`config.mk`:
```
export PLATFORM = sky130hd
export DESIGN_NAME = edge_implication_monitor
export DESIGN_NICKNAME = d
export VERILOG_FILES = /design/src/rtl/edge_implication_monitor.sv
export SDC_FILE = /design/constraint.sdc
export NUM_CORES = 1
export LEC_CHECK = 0
export BUFFER_PORTS_ARGS = -buffer_cell sky130_fd_sc_hd__clkbuf_2
export CORE_ASPECT_RATIO = 1.5
export CORE_MARGIN = 1
export CORE_UTILIZATION = 57
export CTS_CLUSTER_DIAMETER = 60
export DETAILED_ROUTE_END_ITERATION = 12
export PLACE_DENSITY = 0.81
export SETUP_SLACK_MARGIN = 0.2
export SLEW_MARGIN = 25
export SYNTH_ARGS = -nofsm -noshare
export SYNTH_HDL_FRONTEND = slang
export SYNTH_SLANG_ARGS = --single-unit
```
`constraint.sdc`:
```
create_clock -name clk -period 5.92 [get_ports clk]
set_clock_uncertainty 0.15 [all_clocks]
set_input_delay 0.296 -clock clk [delete_from_list [all_inputs] [get_ports clk]]
set_output_delay 0.296 -clock clk [all_outputs]
set_load 0.02 [all_outputs]
```
`src/rtl/edge_implication_monitor.sv`:
```
`default_nettype none
// ============================================================================
// Module   : edge_implication_monitor
// Purpose  : Multi-channel hardware checker for "a implies an edge/stability
//            condition on b within a window", with pulses, stickies, counters.
// Revision : 1.0 - initial release
// ============================================================================
module edge_implication_monitor #(
    parameter int NCH   = 4,
    parameter int CNT_W = 16,
    parameter int WIN_W = 4
) (
    input  logic                 clk,
    input  logic                 rst,
    input  logic                 en,
    input  logic                 clr,
    input  logic [1:0]           mode,
    input  logic [WIN_W-1:0]     window,
    input  logic [NCH-1:0]       a,
    input  logic [NCH-1:0]       b,
    output logic [NCH-1:0]       busy,
    output logic [NCH-1:0]       pass_pulse,
    output logic [NCH-1:0]       fail_pulse,
    output logic [NCH-1:0]       fail_sticky,
    output logic [NCH*CNT_W-1:0] pass_cnt,
    output logic [NCH*CNT_W-1:0] fail_cnt
);

    localparam logic [0:0] c_st_idle = 1'b0;
    localparam logic [0:0] c_st_wait = 1'b1;

    localparam logic [1:0] c_mode_rose    = 2'b00;
    localparam logic [1:0] c_mode_fell    = 2'b01;
    localparam logic [1:0] c_mode_changed = 2'b10;

    localparam logic [WIN_W-1:0] c_rem_last = WIN_W'(1);
    localparam logic [CNT_W-1:0] c_cnt_max  = '1;

    function automatic logic f_cond(input logic [1:0] m, input logic prev, input logic cur);
        logic res;
        case (m)
            c_mode_rose:    res = ~prev & cur;
            c_mode_fell:    res = prev & ~cur;
            c_mode_changed: res = prev ^ cur;
            default:        res = ~(prev ^ cur);
        endcase
        return res;
    endfunction

    generate
        for (genvar i = 0; i < NCH; i++) begin : g_ch
            logic [0:0]       r_state;
            logic [1:0]       r_mode;
            logic [WIN_W-1:0] r_rem;
            logic             r_b_prev;
            logic             r_pass;
            logic             r_fail;
            logic             r_sticky;
            logic [CNT_W-1:0] r_pass_cnt;
            logic [CNT_W-1:0] r_fail_cnt;

            logic [1:0]       w_mode_eff;
            logic             w_cond;
            logic             w_pass;
            logic             w_fail;

            // A launching attempt judges with the live mode; a pending one
            // keeps the mode it was launched with.
            always_comb begin
                w_mode_eff = (r_state == c_st_wait) ? r_mode : mode;
                w_cond     = f_cond(w_mode_eff, r_b_prev, b[i]);
                w_pass     = 1'b0;
                w_fail     = 1'b0;
                case (r_state)
                    c_st_idle: begin
                        if (en && a[i]) begin
                            if (w_cond)
                                w_pass = 1'b1;
                            else if (window == '0)
                                w_fail = 1'b1;
                        end
                    end
                    default: begin
                        if (en) begin
                            if (w_cond)
                                w_pass = 1'b1;
                            else if (r_rem == c_rem_last)
                                w_fail = 1'b1;
                        end
                    end
                endcase
            end

            always_ff @(posedge clk or posedge rst) begin
                if (rst) begin
                    r_state  <= c_st_idle;
                    r_mode   <= 2'b00;
                    r_rem    <= '0;
                    r_b_prev <= 1'b0;
                    r_pass   <= 1'b0;
                    r_fail   <= 1'b0;
                end else begin
                    r_b_prev <= b[i];
                    r_pass   <= w_pass;
                    r_fail   <= w_fail;
                    case (r_state)
                        c_st_idle: begin
                            if (en && a[i]) begin
                                r_mode <= mode;
                                if (!w_cond && (window != '0)) begin
                                    r_state <= c_st_wait;
                                    r_rem   <= window;
                                end
                            end
                        end
                        default: begin
                            if (!en || w_pass || w_fail)
                                r_state <= c_st_idle;
                            else
                                r_rem <= r_rem - c_rem_last;
                        end
                    endcase
                end
            end

            // clr outranks a coincident increment; a coincident fail outranks clr.
            always_ff @(posedge clk or posedge rst) begin
                if (rst) begin
                    r_pass_cnt <= '0;
                    r_fail_cnt <= '0;
                    r_sticky   <= 1'b0;
                end else begin
                    if (clr)
                        r_pass_cnt <= '0;
                    else if (w_pass && (r_pass_cnt != c_cnt_max))
                        r_pass_cnt <= r_pass_cnt + CNT_W'(1);

                    if (clr)
                        r_fail_cnt <= '0;
                    else if (w_fail && (r_fail_cnt != c_cnt_max))
                        r_fail_cnt <= r_fail_cnt + CNT_W'(1);

                    if (w_fail)
                        r_sticky <= 1'b1;
                    else if (clr)
                        r_sticky <= 1'b0;
                end
            end

            assign busy[i]                        = (r_state == c_st_wait);
            assign pass_pulse[i]                  = r_pass;
            assign fail_pulse[i]                  = r_fail;
            assign fail_sticky[i]                 = r_sticky;
            assign pass_cnt[i*CNT_W +: CNT_W]     = r_pass_cnt;
            assign fail_cnt[i*CNT_W +: CNT_W]     = r_fail_cnt;
        end
    endgenerate

endmodule
`default_nettype wire

```
==> flow_metrics.py <==
metrics = {
    "final_layout": {
        "drive_above_1_share_pct": 19.65,
        "final_util_pct": 66.69,
        "n_antenna_cell": 0,
        "syn2layout_area_growth_pct": 15.05,
        "instances_no_fill": 1396,
        "nets": 1217,
        "final_area_um2": 11130,
        "fillers": 1384,
    },
    "power": {
        "peakVddDrop_mv": 0.1509,
        "finalPower_mw": 2.857,
        "powerDensity_nw_per_um2": 256.7,
        "p_leak_nw": 5.099,
    },
    "timing": {
        "fin_tns_setup_ns": 0,
        "setup_viol": 0,
        "hold_viol": 0,
        "post-route-period-util_pct": 53.15,
        "layout_setup_ws_ns": 2.774,
        "holdWs_ns": 0.08290,
        "max_slew_margin_pct": 35.79,
        "tightestPinTransition_ns": 0.9632,
        "period_minus_slack_ns": 3.146,
        "fmax_mhz": 317.8,
        "rsz0062_at_grt": "no",
        "slew_viol_final": 0,
    },
    "floorplanning": {
        "fp-row-count": 58,
        "die-area_um2": 17510,
        "die_w_um": 108.4,
        "core_um2": 16690,
        "die_y_um": 161.6,
        "boundaryPins": 162,
        "start_util_pct": 57.96,
    },
    "worst_setup_path": {
        "critPathArrivalTime_ns": 3.33,
        "crit_slowest_cell": "o22ai_1",
        "startpoint_type": "input port",
        "crit_required_ns": 6.10,
        "cp_max_fo": 11,
        "critPathMaxStageDelay_ns": 0.66,
        "critical_path.endpoint_type": "flip-flop",
        "crit_chain": "dlygate4sd3_1, clkbuf_2, inv_1, ha_1, xor2_1, a32oi_1, o22ai_1, nand2_1, or3_1, a21oi_1",
        "crit_type": "input port to flip-flop",
    },
    "detailed_routing": {
        "finalWirelength_um": 23260,
        "route.detailed.drc": 0,
        "ant_nets": 0,
        "firstDrtPassIters": 5,
        "vias": 8363,
        "wl_per_cell_um": 16.66,
        "drt_iter0_drc": 531,
        "viasPerCell": 5.991,
    },
    "yosys": {
        "synth_edf_count": 0,
        "synth-simple-area-share_pct": 26.37,
        "synth-main-ff-cell": "dfrtp_1",
        "synth.net_count": 1083,
        "async_reset_ff_share_pct": 100.0,
        "synthesis.area_um2": 9674,
        "ys_seq_area_share_pct": 44.49,
        "synth_compound_area_share_pct": 8.859,
        "ys.warnings.count": 0,
        "synth_xor_area_share_pct": 7.967,
        "synth_fa_ha_area_share_pct": 3.104,
        "synth.distinct_cells": 70,
        "synthMuxAreaShare_pct": 4.721,
        "syn_inst": 1041,
        "synth_top_family_by_area": "simple AND/OR/NAND/NOR gates",
        "ys_ff_latch": 172,
        "syn_area_per_cell_um2": 9.293,
    },
    "place": {
        "numPlacedInstances": 1361,
        "place_area_um2": 10500,
        "port_buffers": 161,
        "dpl.hpwl_um": 16160,
        "gp_congestion": 0.8423,
        "pre_cts_slack_ns": 2.859,
    },
    "clocking": {
        "cts_setup_buffers": 0,
        "root_buffer": "clkbuf_16",
        "path_clk_slew_ns": 0.06,
        "h-tree-depth": 4,
        "cts.sinks": 172,
        "cts_tree": "done",
        "clk_path_buf_depth": 2,
        "cts_buffers": 17,
        "clk_latency_ns": 0.43,
    },
    "worst_hold_path": {
        "hold_class": "input port to flip-flop",
    },
    "status": {
        "status": "finished, final reports clean",
    },
    "grt": {
        "grt_max_degree": 101,
        "track_usage_pct": 27.58,
        "grt_antenna_before_repair": 0,
        "grt_overflow_total": 0,
        "grt_pass1_wl_um": 38170,
        "grt_pass1_vias": 7890,
    },
    "run": {
        "maxCapViolCount": 0,
    },
}
power breakdown:
group | leakage [nW] | internal, mW | switching (mW)
registers | 2.33 | 1.25 | 0.0823
clock network | 0.289 | 0.660 | 0.449
logic | 2.48 | 0.163 | 0.250
cell type report:
cell class	count	area (um^2)	share of cell area, %
clock buffer	23	488.0	4.384
clock inverter	7	88.84	0.7981
inverter	37	143.9	1.293
multi-input combinational	775	4936	44.35
sequential	172	4304	38.67
tap	210	262.8	2.361
timing repair buffer	172	907.1	8.150
state kept, by name (all words and copies together) (netlist names):
name and flops:
g_ch.r_pass_cnt 64, g_ch.r_fail_cnt 64, g_ch.r_state 4, g_ch.r_mode 8, g_ch.r_rem 16, g_ch.r_sticky 4, g_ch.r_fail 4, g_ch.r_pass 4
g_ch.r_b_prev 4
final timing paths:
check	startpoint	endpoint	slack [ns]	cells after the start
min in group asynchronous	rst	g_ch[2].r_pass_cnt[7]$_DFFE_PP0P_	0.47	3
min	window[0]	g_ch[2].r_rem[0]$_DFFE_PP0P_	0.08	3
max in group asynchronous	rst	g_ch[0].r_pass_cnt[6]$_DFFE_PP0P_	3.98	4
max	b[1]	g_ch[1].r_fail_cnt[4]$_DFFE_PP0P_	2.77	10
min reg2reg	g_ch[0].r_sticky$_DFFE_PP0P_	g_ch[0].r_sticky$_DFFE_PP0P_	0.33	1
max reg2reg	g_ch[1].r_state$_DFF_PP0_	g_ch[1].r_fail_cnt[4]$_DFFE_PP0P_	2.81	6
layer usage:
layer / track usage, % / wire length, um
met5: 0 / 0
met2: 48.99 / 12190
met4: 9.398 / 465
met1: 32.97 / 9470
met3: 5.246 / 1134
kinds of logic after synthesis:
logic type | Yosys count
simple gates | 494
flops | 172
compound gates | 127
buf+inv | 94
xor+xnor | 88
mux | 42
fa+ha+maj | 24
what timing repair did:
action                                  CTS  global route
endpoints found under the setup margin    0             0
hold buffers                              5             0
resized for setup                         0             0
hold endpoints to repair                103             0
worst max-delay path: cells and delay by family:
kind                       cells  cell delay [ns]
and+or+nand+nor                2             0.82
xor gates and xnor gates       1             0.17
buffers and inverters          3             0.71
adders and majority gates      1             0.32
AOI/OAI and AO/OA              3             1.01
cells in the mapped netlist (3+ instances only):
cell / number / area, um^2
buf_4: 17 / 127.6
or4_1: 9 / 67.56
a211oi_1: 3 / 22.52
nand4b_1: 5 / 43.79
a21oi_1: 35 / 175.2
nor2b_1: 15 / 93.84
mux2_2: 19 / 214.0
or3b_2: 3 / 26.28
clkbuf_1: 30 / 112.6
o31ai_1: 4 / 30.03
inv_1: 37 / 138.9
a22o_1: 5 / 43.79
and3_1: 14 / 87.58
and2_1: 5 / 31.28
nand2b_1: 3 / 18.77
xnor2_1: 26 / 227.7
nand3_1: 71 / 355.3
o41ai_1: 4 / 35.03
nand4_1: 57 / 356.6
nor2_1: 143 / 536.8
buf_2: 8 / 40.04
nand2_1: 74 / 277.8
o211ai_1: 5 / 37.54
o21ai_0: 27 / 135.1
ha_1: 24 / 300.3
or3_1: 15 / 93.84
nand3b_1: 8 / 60.06
xor2_1: 62 / 543.0
nor4_1: 17 / 106.4
a2bb2oi_1: 3 / 26.28
mux2i_1: 22 / 220.2
nor3b_1: 4 / 30.03
o311ai_1: 3 / 26.28
dfrtp_1: 172 / 4304
a22oi_1: 3 / 22.52
nor3_1: 23 / 115.1
o22ai_1: 5 / 31.28
a21o_1: 5 / 37.54
or2_2: 5 / 31.28
and4_1: 14 / 122.6
nor4bb_1: 3 / 30.03
cell usage in the layout (no fill, tap or decap), drive strengths merged, types with 15 or more instances in the layout:
cell type and instances:
a21oi 36, dfrtp 172, or3 15, clkbuf 183
ha 24, xnor2 26, nor2 144, nor4 19
mux2 19, o21ai 27, nand2 74, inv 37
nor2b 15, xor2 62, nor3 23, mux2i 23
nand3 71, nand4 57
No activity file was read; power rests on OpenSTA's default activity.
